File: config.mk
export PLATFORM = sky130hd
export DESIGN_NAME = msg_fifo_arbiter
export DESIGN_NICKNAME = d
export VERILOG_FILES = /design/src/rtl/msg_arb_pkg.sv /design/src/rtl/msg_fifo_arbiter_rr.sv /design/src/rtl/msg_fifo_arbiter.sv
export SDC_FILE = /design/constraint.sdc
export NUM_CORES = 1
export LEC_CHECK = 0
export ABC_CLOCK_PERIOD_IN_PS = 16480
export BUFFER_PORTS_ARGS = -buffer_cell sky130_fd_sc_hd__buf_2
export CORE_MARGIN = 1
export CORE_UTILIZATION = 25
export DETAILED_ROUTE_END_ITERATION = 12
export PLACE_DENSITY = 0.6
export SYNTH_ARGS = -nofsm -noshare
export SYNTH_HDL_FRONTEND = slang
export SYNTH_HIERARCHICAL = 1
export SYNTH_SLANG_ARGS = --single-unit
File: constraint.sdc
create_clock -name clk -period 16.48 [get_ports clk]
set_input_delay 0.824 -clock clk [delete_from_list [all_inputs] [get_ports clk]]
set_output_delay 0.824 -clock clk [all_outputs]
set_load 0.01 [all_outputs]
File: src/rtl/msg_arb_pkg.sv
// msg_arb_pkg: shared FSM encoding and message geometry for the CPU message FIFO arbiter.
package msg_arb_pkg;
  typedef enum logic [1:0] {IDLE = 2'd0, HDR = 2'd1, W0 = 2'd2, W1 = 2'd3} state_t;
  localparam int MSG_WORDS = 3;
  localparam int SEQ_W = 8;
endpackage

File: src/rtl/msg_fifo_arbiter_rr.sv
// rr_arbiter: combinational round-robin pick of the first request above the last grant.
module rr_arbiter #(
  parameter int N  = 5,
  parameter int IW = $clog2(N)
) (
  input  logic [N-1:0]  i_req,
  input  logic [IW-1:0] i_last,
  output logic [N-1:0]  o_gnt,
  output logic [IW-1:0] o_idx
);
  logic [IW-1:0] w_c;
  // Scan farthest-first so the nearest requester above i_last is the last write.
  always_comb begin
    o_gnt = '0;
    o_idx = '0;
    w_c   = '0;
    for (int k = N; k >= 1; k--) begin
      w_c = IW'((int'(i_last) + k) % N);
      if (i_req[w_c]) begin
        o_idx      = w_c;
        o_gnt      = '0;
        o_gnt[w_c] = 1'b1;
      end
    end
  end
endmodule

File: src/rtl/msg_fifo_arbiter.sv
// msg_fifo_arbiter: round-robin writer of atomic 3-word messages into the CPU message FIFO.
// Define MSG_ARB_SEQ_EN to replace tag[7:0] with a per-message sequence number.
module msg_fifo_arbiter #(
  parameter int NUM_SRC    = 5,
  parameter int FIFO_DEPTH = 256,
  parameter int USEDW_W    = 8
) (
  input  logic                  clk,
  input  logic                  reset_n,
  input  logic [NUM_SRC-1:0]    src_req,
  input  logic [NUM_SRC*32-1:0] src_tag,
  input  logic [NUM_SRC*32-1:0] src_word0,
  input  logic [NUM_SRC*32-1:0] src_word1,
  output logic [NUM_SRC-1:0]    src_ack,
  input  logic [USEDW_W-1:0]    fifo_usedw,
  input  logic                  fifo_flush,
  output logic                  fifo_wrreq,
  output logic [31:0]           fifo_data,
  output logic                  busy
);
  import msg_arb_pkg::*;
  localparam int IW = $clog2(NUM_SRC);
  localparam logic [USEDW_W:0] SPACE_LIM = (USEDW_W+1)'(FIFO_DEPTH - MSG_WORDS);
  state_t               r_state;
  logic [IW-1:0]        r_last, r_win;
  logic [NUM_SRC-1:0]   r_win_oh, r_ack;
  logic [31:0]          r_w0, r_w1, r_data;
  logic                 r_wrreq, r_busy;
  logic                 w_space_ok;
  logic [NUM_SRC-1:0]   w_gnt;
  logic [IW-1:0]        w_idx;
  logic [31:0]          w_tag, w_hdr;
  assign w_space_ok = ({1'b0, fifo_usedw} < SPACE_LIM) && !fifo_flush;
  assign w_tag      = src_tag[w_idx*32 +: 32];
  rr_arbiter #(.N(NUM_SRC), .IW(IW)) u_rr (
    .i_req  (src_req),
    .i_last (r_last),
    .o_gnt  (w_gnt),
    .o_idx  (w_idx)
  );
`ifdef MSG_ARB_SEQ_EN
  logic [SEQ_W-1:0] r_seq;
  always_ff @(posedge clk or negedge reset_n)
    if (!reset_n) r_seq <= '0;
    else if (r_state == W1) r_seq <= r_seq + 1'b1;
  assign w_hdr = {w_tag[31:SEQ_W], r_seq};
`else
  assign w_hdr = w_tag;
`endif
  // The header goes straight into r_data at grant; word0/word1 are held until their slot.
  always_ff @(posedge clk or negedge reset_n) begin
    if (!reset_n) begin
      r_state  <= IDLE;
      r_wrreq  <= 1'b0;
      r_data   <= '0;
      r_ack    <= '0;
      r_busy   <= 1'b0;
      r_last   <= IW'(NUM_SRC - 1);
      r_win    <= '0;
      r_win_oh <= '0;
      r_w0     <= '0;
      r_w1     <= '0;
    end else begin
      case (r_state)
        IDLE: if (|src_req && w_space_ok) begin
          r_state  <= HDR;
          r_wrreq  <= 1'b1;
          r_busy   <= 1'b1;
          r_data   <= w_hdr;
          r_w0     <= src_word0[w_idx*32 +: 32];
          r_w1     <= src_word1[w_idx*32 +: 32];
          r_win    <= w_idx;
          r_win_oh <= w_gnt;
        end
        HDR: if (fifo_flush) begin
          r_state <= IDLE;
          r_wrreq <= 1'b0;
          r_data  <= '0;
          r_busy  <= 1'b0;
        end else begin
          r_state <= W0;
          r_data  <= r_w0;
        end
        W0: if (fifo_flush) begin
          r_state <= IDLE;
          r_wrreq <= 1'b0;
          r_data  <= '0;
          r_busy  <= 1'b0;
        end else begin
          r_state <= W1;
          r_data  <= r_w1;
          r_ack   <= r_win_oh;
        end
        W1: begin
          r_state <= IDLE;
          r_wrreq <= 1'b0;
          r_data  <= '0;
          r_ack   <= '0;
          r_busy  <= 1'b0;
          r_last  <= r_win;
        end
      endcase
    end
  end
  assign fifo_wrreq = r_wrreq;
  assign fifo_data  = r_data;
  assign src_ack    = r_ack;
  assign busy       = r_busy;
endmodule

Yosys cells after proc, flatten, opt, wreduce, memory -nomap -nowiden

Cells that the tools add are included.

Flip-flop bits (word level): 115
Input bits: 496
Output and inout bits: 39
Logic and storage cells: 97

Add/subtract/negate cells: 5
Divide/modulo/power cells: 5
Order comparisons: 11
Equal/unequal tests: 6
Shift-type cells: 3
Mux-type cells: 43
Reductions and logical operators: 15

Operators by type and width:

| kind                                                 | count |
|---|---|
| variable part select 160 x 9 -> 32 bit               | 3 |
| modulo 32 x 4 -> 32 bit (second input constant)      | 5 |
| one-hot mux 32 bit (4 select lines)                  | 1 |
| 2-to-1 mux 32 bit                                    | 3 |
| 2-to-1 mux 5 bit                                     | 6 |
| < comparator 3 x 4 -> 1 bit (second input constant)  | 5 |
| binary-select mux 1 bit (select 3 bit)               | 5 |
| demux 1 bit (select 3 bit)                           | 5 |
| >= comparator 3 x 1 -> 1 bit (second input constant) | 5 |
| 2-to-1 mux 3 bit                                     | 5 |
| 2-to-1 mux 1 bit                                     | 12 |
| one-hot mux 5 bit (2 select lines)                   | 1 |
| adder 3 x 2 -> 4 bit (second input constant)         | 2 |
| adder 3 x 3 -> 4 bit (second input constant)         | 2 |
| < comparator 8 bit (second input constant)           | 1 |
| one-hot mux 2 bit (4 select lines)                   | 1 |
| logical AND 1 bit                                    | 7 |
| 2-to-1 mux 2 bit                                     | 3 |
| AND reduction 2 bit                                  | 3 |
| OR reduction 5 bit                                   | 1 |
| adder 3 x 1 -> 4 bit (second input constant)         | 1 |
| equality test 2 bit (second input constant)          | 2 |
| != test 2 bit (second input constant)                | 2 |
| one-hot mux 1 bit (3 select lines)                   | 1 |
| 6 further kinds                                      | 6 |

Depth between registers and ports, before layout

Gate-level depths: netlist of run 1.

Word-level depth: 12
Mapped depth: 30
Mapped depth without buffers: 22

Modules after synthesis

Netlist of run 1, hierarchy kept.

Modules (own cells, without submodules):

| module           | instances | cells each | area an instance (um^2) | sequential area each (um^2) |
|---|---|---|---|---|
| msg_fifo_arbiter | 1         | 845        | 8662.1                  | 2879.0 |
| rr_arbiter       | 1         | 289        | 2055.7                  | 0.0 |

Worst setup path after synthesis of run 1

OpenSTA, ideal clock, no wires.

Path kind: register to register
Start: register r_last[0]
End: register r_w0[31]
Setup time: 0.135 ns
Data arrival time: 5.620 ns
Required time: 16.345 ns
Setup slack: 10.725 ns
Stages on the path, launching flop included: 27
Cell sequence: dfrtp_1 buf_2 buf_4 clkbuf_1 inv_1 ha_1 buf_2 xnor2_1 inv_1 ha_1 nor2_1 a21oi_1 xnor2_1 ha_1 or4b_1 nand2_1 mux2i_1 o22ai_1 a21oi_2 a211oi_1 a21oi_1 buf_2 buf_2 mux4_2 nor2b_1 a21oi_1 o21ai_0

Longest elaborated chain between the ends: 10
Elaborated cells on any way between the ends: 26
Classes of those cells: add/sub (5); div (5); shift (1); mux (15)

Ends and longest elaborated chain:

| element                                    | RTL line                  | RTL |
|---|---|---|
| from (decl)                                | msg_fifo_arbiter.sv:25    | `logic [IW-1:0] r_last, r_win;` |
| from (signal assigned)                     | msg_fifo_arbiter.sv:58    | `r_last <= IW'(NUM_SRC - 1);` |
| from (signal assigned)                     | msg_fifo_arbiter.sv:100   | `r_last <= r_win;` |
| adder 3 x 3 -> 4 bit                       | msg_fifo_arbiter_rr.sv:18 | `w_c = IW'((int'(i_last) + k) % N);` |
| modulo 32 x 4 -> 32 bit                    | msg_fifo_arbiter_rr.sv:18 |  |
| binary-select mux 1 bit (select 3 bit)     | msg_fifo_arbiter_rr.sv:19 | `if (i_req[w_c]) begin` |
| 2-to-1 mux 1 bit (not written as such)     | msg_fifo_arbiter_rr.sv:19 |  |
| 2-to-1 mux 3 bit (4 in series)             | msg_fifo_arbiter_rr.sv:19 |  |
| 2-to-1 mux 3 bit (*)                       | msg_fifo_arbiter_rr.sv:19 |  |
| via w_idx[1]                               | msg_fifo_arbiter.sv:31    | `logic [IW-1:0] w_idx;` |
| variable part select 160 x 9 -> 32 bit (*) | msg_fifo_arbiter.sv:70    | `r_w0 <= src_word0[w_idx*32 +: 32];` |
| to (signal assigned)                       | msg_fifo_arbiter.sv:70    |  |
| to (decl)                                  | msg_fifo_arbiter.sv:27    | `logic [31:0] r_w0, r_w1, r_data;` |

Mark *: on every way through the listed nets, which the timed path passes. The rest lies on a longest branch. The select of a mux whose other input is x is not followed.
A chain may end at the register's enable or synchronous reset.

Worst setup path in the final report of run 1

Start: register r_last[1]
End: register r_data[16] (netlist: fifo_data[16])

Longest elaborated chain between the ends: 12
Elaborated cells on any way between the ends: 28
Classes of those cells: add/sub (5); div (5); shift (1); mux (17)

Ends and longest elaborated chain:

| element                                    | RTL line                  | RTL |
|---|---|---|
| adder 3 x 3 -> 4 bit                       | msg_fifo_arbiter_rr.sv:18 |  |
| modulo 32 x 4 -> 32 bit                    | msg_fifo_arbiter_rr.sv:18 |  |
| binary-select mux 1 bit (select 3 bit)     | msg_fifo_arbiter_rr.sv:19 |  |
| 2-to-1 mux 1 bit (not written as such)     | msg_fifo_arbiter_rr.sv:19 |  |
| 2-to-1 mux 3 bit (4 in series)             | msg_fifo_arbiter_rr.sv:19 |  |
| 2-to-1 mux 3 bit (*)                       | msg_fifo_arbiter_rr.sv:19 |  |
| via w_idx[1]                               | msg_fifo_arbiter.sv:31    |  |
| variable part select 160 x 9 -> 32 bit (*) | msg_fifo_arbiter.sv:34    | `assign w_tag = src_tag[w_idx*32 +: 32];` |
| 2-to-1 mux 32 bit (*)                      | msg_fifo_arbiter.sv:65    | `IDLE: if (\|src_req && w_space_ok) begin` |
| one-hot mux 32 bit (4 select lines) (*)    | msg_fifo_arbiter.sv:64    | `case (r_state)` |
| to (signal assigned)                       | msg_fifo_arbiter.sv:69    | `r_data <= w_hdr;` |
| to (signal assigned)                       | msg_fifo_arbiter.sv:82    | `r_data <= r_w0;` |
| to (signal assigned)                       | msg_fifo_arbiter.sv:91    | `r_data <= r_w1;` |
| to (decl)                                  | msg_fifo_arbiter.sv:27    |  |

Marks and branches as above.

==> metrics.md, run 1 <==
| Metric | Value |
|---|---|
| Status | `complete, no violations` |
| DIE AREA | `43700 µm²` |
| Vias in the first global route | `11000` |
| Proportion of synthesized area in mux cells | `19.6%` |
| Clock Skew | `0.0143 ns` |
| Max-cap viol count | `0` |
| Mean Syn Cell Area | `9.45 µm²` |
| All-Layer GR Usage | `21.8%` |
| Post-synth EDFFs | `0` |
| Final instance area | `14300 µm²` |
| Clock latency at the later pin of the worst-skew pair | `0.42 ns` |
| Worst-Margin Slew | `1.06 ns` |
| # hold bufs at CTS | `0` |
| Clk Tree Root Cell | `clkbuf_16` |
| Syn nets | `1661` |
| Post-synthesis simple-gate area fraction | `15.8%` |
| DRC viols | `0` |
| Critical path, cell by cell | `inv_1, ha_1, xnor2_1, inv_1, ha_1, nor2_1, a21oi_1, xnor2_1, ha_1, or4b_1, nand2_1, mux2i_1, o22ai_1, a21oi_2, a211oi_1, a21oi_4, buf_4, buf_4, and3b_1, buf_4, nand2_1, o2111a_1, o31ai_1` |
| Clock Pin Slew Worst Setup and Hold Paths | `0.07 ns` |
| CP max stage delay | `0.68 ns` |
| # rows | `75` |
| First-pass GRT wire length | `70.4 mm` |
| Post-synthesis sequential area ratio | `26.9%` |
| Setup total negative slack | `0 ns` |
| Worst Hold Class | `in2async` |
| Area after DPL | `13700 µm²` |
| IO Port Bufs | `534` |
| Largest net degree at the start of global routing | `75` |
| Adder-Cell Fraction of Synth Area | `3.62%` |
| WL per Instance | `22.7 µm` |
| Cell Area, Synth | `10700 µm²` |
| Final period util | `41.6%` |
| Max frequency | `146 MHz` |
| IO Pins | `535` |
| CP max FO | `42` |
| Compound-Gate Fraction of Synth Area | `26.6%` |
| Starting DRT DRC Count | `781` |
| Via count | `11400` |
| Area Overhead vs Synth | `33.1%` |
| Fraction of layout cells with a size suffix above 1 | `47.3%` |
| # H-tree levels | `4` |
| Routability Congestion | `0.937` |
| Die W | `209 µm` |
| Non-Filler Instances | `2154` |
| Critical Path RT | `16.80 ns` |
| Reg-to-Reg Start | `r_last[1]` |
| Synth Area in XOR/XNOR | `0.969%` |
| Async SR Flop Fraction | `100%` |
| Yosys cell types | `80` |
| Main flop type after synthesis | `dfrtp_1` |
| CTS tree | `yes` |
| CP Capture Type | `register` |
| Cells after Synth | `1134` |
| Max-slew violations | `0` |
| Most frequent cells in the layout | `533 x buf_2, 158 x nand2_1, 114 x dfrtp_1` |
| Via/cell ratio | `5.27` |
| Ys Warns | `6` |
| Grt total ovfl | `0` |
| Initial core utilization | `25.4%` |
| Chip height | `209 µm` |
| Layout Nets | `2124` |
| CTS Sinks | `115` |
| Worst setup path class | `reg2reg` |
| Core area | `42100 µm²` |
| CTS buffer count | `17` |
| Cell count after placement | `2117` |
| Cells on worst reg2reg path | `23` |
| Dpl hpwl | `39.8 mm` |
| Crit path time final | `6.86 ns` |
| Post-DRT Antenna Nets | `0` |
| Largest family of logic cells by synthesized area | `compound AO/OA/AOI/OAI gates` |
| CTS resizes | `0` |
| RSZ-0062 raised after global routing | `no` |
| TritonRoute pass-1 iters | `5` |
| Startpoint types | `register` |
| Slowest CP cell | `and3b_1` |
| Routed Wire Length | `49.0 mm` |
| Endpoints failing setup | `0` |
| #FFs+latches synth | `115` |
| # Post-CTS Setup Buffers | `0` |
| Worst endpoint data arrival time | `7.18 ns` |
| CTS Buffer Depth | `2` |
| Final Hold Viols | `0` |
| Most common cell after layout, fill and taps aside | `buf_2` |
| Initial antenna violation count | `26` |
| Min Hold Slack | `0.409 ns` |
| Crit. Startpoint | `r_last[1]` |
| # fillers | `4392` |
| Slew Limit Headroom | `29.6%` |
## critical path: cells and delay by family, from the launching register on
family	cells	cell delay, ns
xor gates and xnor gates	2	0.54
DFF	1	0.48
buffers and inverters	5	1.68
muxes	1	0.25
and+or+nand+nor	5	1.63
adders and majority gates	3	0.84
AOI/OAI and AO/OA	7	1.32
## synth_stat cells (4+ instances only)
library cell | count | area, µm²
a211oi_1 | 4 | 30.0
nor2_1 | 24 | 90.1
a221oi_1 | 34 | 298
nand2b_1 | 10 | 62.6
clkbuf_1 | 45 | 169
mux2_2 | 46 | 518
o21ai_0 | 28 | 140
o21a_1 | 6 | 45.0
buf_12 | 4 | 80.1
mux2i_1 | 13 | 130
mux4_2 | 64 | 1440
a21o_1 | 4 | 30.0
or2_2 | 4 | 25.0
o31ai_1 | 38 | 285
ha_1 | 31 | 388
buf_2 | 35 | 175
nand2_1 | 158 | 593
nand3_1 | 43 | 215
nor3_1 | 8 | 40.0
a21oi_2 | 33 | 289
o2111a_1 | 32 | 360
nor2b_1 | 72 | 450
a22oi_1 | 36 | 270
buf_4 | 13 | 97.6
a22o_1 | 12 | 105
inv_1 | 23 | 86.3
dfrtp_1 | 114 | 2850
o211ai_1 | 8 | 60.1
buf_6 | 6 | 67.6
xnor2_1 | 8 | 70.1
o21ai_1 | 50 | 250
o21bai_1 | 4 | 30.0
a31oi_1 | 4 | 25.0
a21oi_1 | 50 | 250
## metrics by stage
stage / utilization [%] / worst slack, ns
2_1_floorplan: - / 10.73
3_5_place_dp: 32.4 / 9.59
6_report: 33.9 / 9.62
3_3_place_gp: 32.4 / 9.74
4_1_cts: 33.8 / 9.58
5_1_grt: 33.9 / 8.83
## metal layers
metal / vias up / global-route usage (%) / part of all wire (%)
li1: 5249 / - / -
met4: 4 / 6.06 / 2.8
met5: - / 0 / 0.055
met3: 85 / 2.58 / 5.0
met2: 538 / 37.5 / 49
met1: 5479 / 28.6 / 43
## cells by family after synthesis
logic type	count (synthesis)
AO/OA/AOI/OAI	375
XOR/XNOR	11
adder cells (fa/ha/maj)	31
buffers and inverters	131
flip-flops	115
multiplexers	124
AND/OR/NAND/NOR	347
## sequential cells by signal (all words and copies together) (netlist names)
name and cells:
fifo_data 32, r_w0 32, r_w1 32, r_win_oh 5
src_ack 5, r_last 3, r_win 3, r_state 2
fifo_wrreq 1
## cell type report
| cell class | instances | area (µm²) | share of cell area, % |
|---|---|---|---|
| antenna | 5 | 12.5 | 0.0877 |
| multi-input combinational | 888 | 7210 | 50.5 |
| sequential | 115 | 2880 | 20.2 |
| tap | 539 | 674 | 4.73 |
| timing repair buffer | 550 | 2800 | 19.6 |
| inverter | 25 | 93.8 | 0.658 |
| clock buffer | 17 | 425 | 2.98 |
| clock inverter | 15 | 174 | 1.22 |
## path summary, 6_finish.rpt
| kind | slack [ns] | end |
|---|---|---|
| setup / recovery | 9.62 | fifo_data[16] |
| hold / removal | 0.41 | r_w1[16] |
| setup reg to reg | 9.62 | fifo_data[16] |
| hold reg to reg | 0.48 | r_w0[6] |
| max in group asynchronous | 14.91 | fifo_data[6] |
| min in group clk | 0.48 | r_w0[6] |
Power of run 1 is not shown: default switching activity piles up to over one toggle a cycle in this logic, so the estimate is an artifact.
==> run 2, diff against run 1 <==
--- a/config.mk
+++ b/config.mk
@@ -5,7 +5,7 @@
 export SDC_FILE = /design/constraint.sdc
 export NUM_CORES = 1
 export LEC_CHECK = 0
-export ABC_CLOCK_PERIOD_IN_PS = 16480
+export ABC_CLOCK_PERIOD_IN_PS = 6700
 export BUFFER_PORTS_ARGS = -buffer_cell sky130_fd_sc_hd__buf_2
 export CORE_MARGIN = 1
 export CORE_UTILIZATION = 25
==> constraint.sdc (replaced) <==
create_clock -name clk -period 6.7 [get_ports clk]
set_input_delay 0.335 -clock clk [delete_from_list [all_inputs] [get_ports clk]]
set_output_delay 0.335 -clock clk [all_outputs]
set_load 0.01 [all_outputs]
==> run 2 against run 1 <==
  * Routed wire length is 0.71% higher
  * Register-to-register slack worse by 8.9 ns
  * Fmax is 14% higher
  * Critical endpoint is now r_w0[7]
  * Setup slack worse by 8.9 ns
  * Count of clock-buffer cells in the layout stayed put
  * Clock skew is 0.0018 ns lower
==> metrics.md, run 2 (same netlist as run 1, synthesis figures left out) <==
| Metric | Value |
|---|---|
| HP Start | `src_word1[142]` |
| All-Layer GR Usage | `22.3%` |
| DIE AREA | `43700 µm²` |
| First-pass GRT wire length | `71.9 mm` |
| Startpoint types | `register` |
| Routability Congestion | `0.903` |
| # rows | `75` |
| Worst endpoint data arrival time | `6.30 ns` |
| Clk Tree Root Cell | `clkbuf_16` |
| CP Capture Type | `register` |
| CP max stage delay | `0.76 ns` |
| Via/cell ratio | `5.26` |
| Area Overhead vs Synth | `33.9%` |
| CTS Buffer Depth | `2` |
| Hold depth | `3` |
| WL per Instance | `22.9 µm` |
| Initial antenna violation count | `24` |
| Via count | `11300` |
| CTS buffer count | `17` |
| Chip height | `209 µm` |
| Clock latency at the later pin of the worst-skew pair | `0.45 ns` |
| # H-tree levels | `4` |
| Final period util | `89.7%` |
| CTS Sinks | `115` |
| Routed Wire Length | `49.3 mm` |
| Critical Path RT | `6.99 ns` |
| TritonRoute pass-1 iters | `7` |
| Most frequent cells in the layout | `533 x buf_2, 158 x nand2_1, 114 x dfrtp_1` |
| Post-DRT Antenna Nets | `0` |
| Max-slew violations | `0` |
| Worst setup path class | `reg2reg` |
| Max-cap viol count | `0` |
| Largest net degree at the start of global routing | `96` |
| Starting DRT DRC Count | `761` |
| Met2 usage | `38.4%` |
| Clock Skew | `0.0125 ns` |
| Slew Limit Headroom | `9.04%` |
| Core area | `42100 µm²` |
| M3 GR Usage | `2.78%` |
| Crit. Startpoint | `r_last[2]` |
| Critical path, cell by cell | `inv_2, ha_1, o21a_1, a21oi_1, xnor2_1, ha_1, inv_1, o221a_2, nor3_1, or2_1, mux2_2, o32a_1, nand2b_1, nor3_1, a21o_4, buf_12, mux4_2, nor2b_1, a21oi_1, o21ai_0` |
| CP max FO | `95` |
| Reg-to-Reg Start | `r_last[2]` |
| Fraction of layout cells with a size suffix above 1 | `47.4%` |
| Vias in the first global route | `11200` |
| DRC viols | `0` |
| Most common cell after layout, fill and taps aside | `buf_2` |
| RSZ-0062 raised after global routing | `no` |
| IO Port Bufs | `534` |
| IO Pins | `535` |
| Endpoints failing setup | `0` |
| Cells on worst reg2reg path | `20` |
| Setup total negative slack | `0 ns` |
| Crit path time final | `6.01 ns` |
| Status | `complete, no violations` |
| Max frequency | `166 MHz` |
| Layout Nets | `2128` |
| Grt met1 use | `29.2%` |
| Slowest CP cell | `dfstp_2` |
| Top Usage Layer GRT | `met2` |
| # Post-CTS Setup Buffers | `0` |
| Worst-Margin Slew | `1.36 ns` |
| Grt total ovfl | `0` |
| Die W | `209 µm` |
| Clock Pin Slew Worst Setup and Hold Paths | `0.07 ns` |
| Worst Hold Class | `in2reg` |
| Initial core utilization | `25.4%` |
| Dpl hpwl | `39.6 mm` |
| CTS tree | `yes` |
| Final Hold Viols | `0` |
## run 2: cell count changes in the layout (fill, tap and decap cells not counted), sizes merged
cell         change
clkinvlp         -1
inv              -1
clkinv           +2
buf              +3
dlygate4sd3      +1
## run 2: path summary, 6_finish.rpt
check                          endpoint  slack, ns
setup / recovery                r_w0[7]       0.69
hold / removal                 r_w1[14]       0.15
setup reg to reg                r_w0[7]       0.69
hold reg to reg                 r_w0[6]       0.48
max in group asynchronous  fifo_data[1]       4.85
min in group asynchronous      r_w1[12]       0.38
## run 2: worst max-delay path, delay by kind of cell, from the launching register on
| kind | cells | cell delay [ns] |
|---|---|---|
| multiplexers | 2 | 0.93 |
| adder cells (fa/ha/maj) | 2 | 0.65 |
| AND/OR/NAND/NOR | 5 | 1.11 |
| buffers and inverters | 3 | 0.58 |
| XOR/XNOR | 1 | 0.18 |
| AO/OA/AOI/OAI | 7 | 1.51 |
| flip-flops | 1 | 0.76 |
## run 2: what timing repair did
item / CTS / global route
endpoints found under the setup margin: 0 / 14
hold buffers: 1 / 0
hold endpoints to repair: 40 / 0
resized for setup: 0 / 2
## run 2: layer usage
metal,vias up,wire length [µm]
met5,-,46
met4,8,995
met3,71,2180
met2,480,24500
met1,5521,21600
li1,5264,-
## run 2: layout make-up
type,count,area [µm²]
flip-flops and latches,115,2880
fillers,4368,27800
well taps,539,674
diodes,5,12.5
inverters,25,93.8
clock inverters,15,173
repair buffers,554,2890
multi-input cells,888,7210
clock buffers,17,425
## run 2: stage by stage
step                      worst slack [ns]  utilization (%)  instance area, µm²  hold WS (ns)  cells
after floorplan                      0.945                -               10700        0.0394   1134
after global placement               0.573             32.6               13700         0.275   2120
after detailed placement             0.566             32.6               13700         0.278   2120
after CTS                            0.545             34.0               14300         0.128   2153
after global routing                0.0337             34.1               14300         0.147   2157
final                                0.690             34.1               14400         0.152   2158
Power of run 2 is left out for the same reason.
==> run 3, diff against run 2 <==
--- a/config.mk
+++ b/config.mk
@@ -5,12 +5,12 @@
 export SDC_FILE = /design/constraint.sdc
 export NUM_CORES = 1
 export LEC_CHECK = 0
-export ABC_CLOCK_PERIOD_IN_PS = 6700
+export ABC_CLOCK_PERIOD_IN_PS = 5200
 export BUFFER_PORTS_ARGS = -buffer_cell sky130_fd_sc_hd__buf_2
 export CORE_MARGIN = 1
 export CORE_UTILIZATION = 25
 export DETAILED_ROUTE_END_ITERATION = 12
-export PLACE_DENSITY = 0.6
+export PLACE_DENSITY = 0.62
 export SYNTH_ARGS = -nofsm -noshare
 export SYNTH_HDL_FRONTEND = slang
 export SYNTH_HIERARCHICAL = 1
==> constraint.sdc (replaced) <==
create_clock -name clk -period 5.2 [get_ports clk]
set_input_delay 0.26 -clock clk [delete_from_list [all_inputs] [get_ports clk]]
set_output_delay 0.26 -clock clk [all_outputs]
set_load 0.01 [all_outputs]
==> run 3 against run 2 <==
  * Sequential share of layout area decreased by 1.2 points
  * Critical path depth increased by 3
  * Critical endpoint is now r_w1[4]
  * Via count increased by 4.1%
  * Final cell count increased by 3.6%
  * Critical path type unchanged
  * Setup slack got worse by 0.52 ns
  * First-iteration DRC count decreased by 6.8%
  * Hold slack got worse by 0.064 ns
  * Global-route usage increased by 0.85 points
  * Register-to-register slack got worse by 0.52 ns
  * Non-clock buffer count increased by 73
  * Fmax increased by 20%
  * Final area increased by 6.5%
==> metrics.md, run 3 (same netlist as run 1, synthesis figures left out) <==
| Metric | Value |
|---|---|
| Status | `complete, no violations` |
| Area of the multi-input gates | `7420 µm²` |
| Max-cap viol count | `0` |
| Starting DRT DRC Count | `709` |
| Min Hold Slack | `0.0880 ns` |
| HP Start | `src_word1[154]` |
| Most frequent cells in the layout | `533 x buf_2, 157 x nand2_1, 114 x dfrtp_1` |
| Vias in the first global route | `11700` |
| Non-Filler Instances | `2236` |
| Initial core utilization | `25.4%` |
| Hold depth | `3` |
| # fillers | `4309` |
| Via count | `11800` |
| CTS Buffer Depth | `2` |
| Critical Path RT | `5.49 ns` |
| All-Layer GR Usage | `23.2%` |
| Sink of the worst hold path | `r_w1[26]` |
| Worst setup path class | `reg2reg` |
| Max-slew violations | `0` |
| Core area | `42100 µm²` |
| Clock Skew | `0.0134 ns` |
| WL per Instance | `23.7 µm` |
| Worst endpoint data arrival time | `5.32 ns` |
| FF-to-FF setup slack | `0.17 ns` |
| CTS Sinks | `115` |
| IO Port Bufs | `534` |
| Final period util | `96.6%` |
| Routed Wire Length | `53.0 mm` |
| # rows | `75` |
| DIE AREA | `43700 µm²` |
| CTS buffer count | `17` |
| TritonRoute pass-1 iters | `5` |
| Crit path time final | `5.03 ns` |
| CTS tree | `yes` |
| Max frequency | `199 MHz` |
| Startpoint types | `register` |
| Cells on worst reg2reg path | `23` |
| Crit. Startpoint | `r_last[2]` |
| Final Core Density | `36.3%` |
| Most common cell after layout, fill and taps aside | `buf_2` |
| Worst Hold Class | `in2reg` |
| Post-DRT Antenna Nets | `0` |
| FF+latch area | `2880 µm²` |
| Chip height | `209 µm` |
| Routability Congestion | `0.922` |
| Cell count after placement | `2174` |
| Clk Tree Root Cell | `clkbuf_16` |
| Initial antenna violation count | `22` |
| Via/cell ratio | `5.28` |
| Reg-to-Reg Start | `r_last[2]` |
| Largest net degree at the start of global routing | `137` |
| DRC viols | `0` |
| CP max FO | `8` |
| Clock latency at the later pin of the worst-skew pair | `0.44 ns` |
| Fraction of layout cells with a size suffix above 1 | `51.8%` |
| Worst r2r dst | `r_w1[4]` |
| Layout Nets | `2202` |
| Area Overhead vs Synth | `42.6%` |
| First-pass GRT wire length | `74.4 mm` |
| Die W | `209 µm` |
| Final Hold Viols | `0` |
| Setup total negative slack | `0 ns` |
| Endpoints failing setup | `0` |
| # H-tree levels | `4` |
| CP Capture Type | `register` |
| Clock Pin Slew Worst Setup and Hold Paths | `0.07 ns` |
| Slew Limit Headroom | `21.2%` |
| Worst-Margin Slew | `1.18 ns` |
| IO Pins | `535` |
| Dpl hpwl | `41.9 mm` |
| Grt total ovfl | `0` |
run 3: how the worst max path moves through the flow:
stage,endpoint,cells past startpoint
6_report,r_w1[4],23
3_3_place_gp,r_w1[2],19
4_1_cts,r_w1[4],24
3_5_place_dp,r_w1[2],24
2_1_floorplan,r_w1[11],29
5_1_grt,r_w1[4],23
run 3: worst max-delay path, cell delays in order, from the launching register on:
cell and delay (ns):
dfstp_2 0.63, inv_2 0.06, ha_1 0.29, o21a_1 0.21
a21oi_2 0.16, xnor2_2 0.14, ha_2 0.21, inv_1 0.04
o221a_2 0.29, o21a_1 0.20, or2_1 0.28, and3_1 0.21
o32a_1 0.32, buf_4 0.18, nand3_1 0.10, o21ai_2 0.11
a21o_4 0.23, buf_12 0.16, buf_12 0.15, buf_4 0.14
mux4_2 0.40, nor2b_1 0.15, a21oi_2 0.13, o21ai_0 0.08
run 3: area by class of cell:
type / count / area share [%]
multi-input combinational: 889 / 48.6
timing repair buffer: 627 / 23.9
sequential: 115 / 18.8
tap: 539 / 4.41
clock buffer: 18 / 2.81
clock inverter: 14 / 0.769
inverter: 25 / 0.614
antenna: 9 / 0.147
run 3: per-stage QoR:
step	worst slack [ns]	cell area [µm²]
finish	0.175	15300
floorplan	0.0293	10800
global route	-0.0660	15300
detailed placement	-0.00649	14300
CTS	0.00114	14900
global placement	0.0523	14300
run 3: routing by layer:
metal | GRT usage, % | wire (µm) | up-vias
met3 | 3.28 | 2790 | 92
li1 | - | - | 5420
met4 | 7.51 | 1700 | 0
met5 | 0 | 0 | -
met2 | 40.2 | 26300 | 544
met1 | 29.4 | 22200 | 5756
run 3: what timing repair did:
action | CTS | global route
setup endpoints to repair | 1 | 96
endpoints found under the hold margin | 59 | 0
pin swaps | 0 | 15
hold buffers | 1 | 0
gates cloned | 0 | 4
setup buffers | 0 | 16
resized for setup | 1 | 40
Power of run 3 is left out for the same reason.
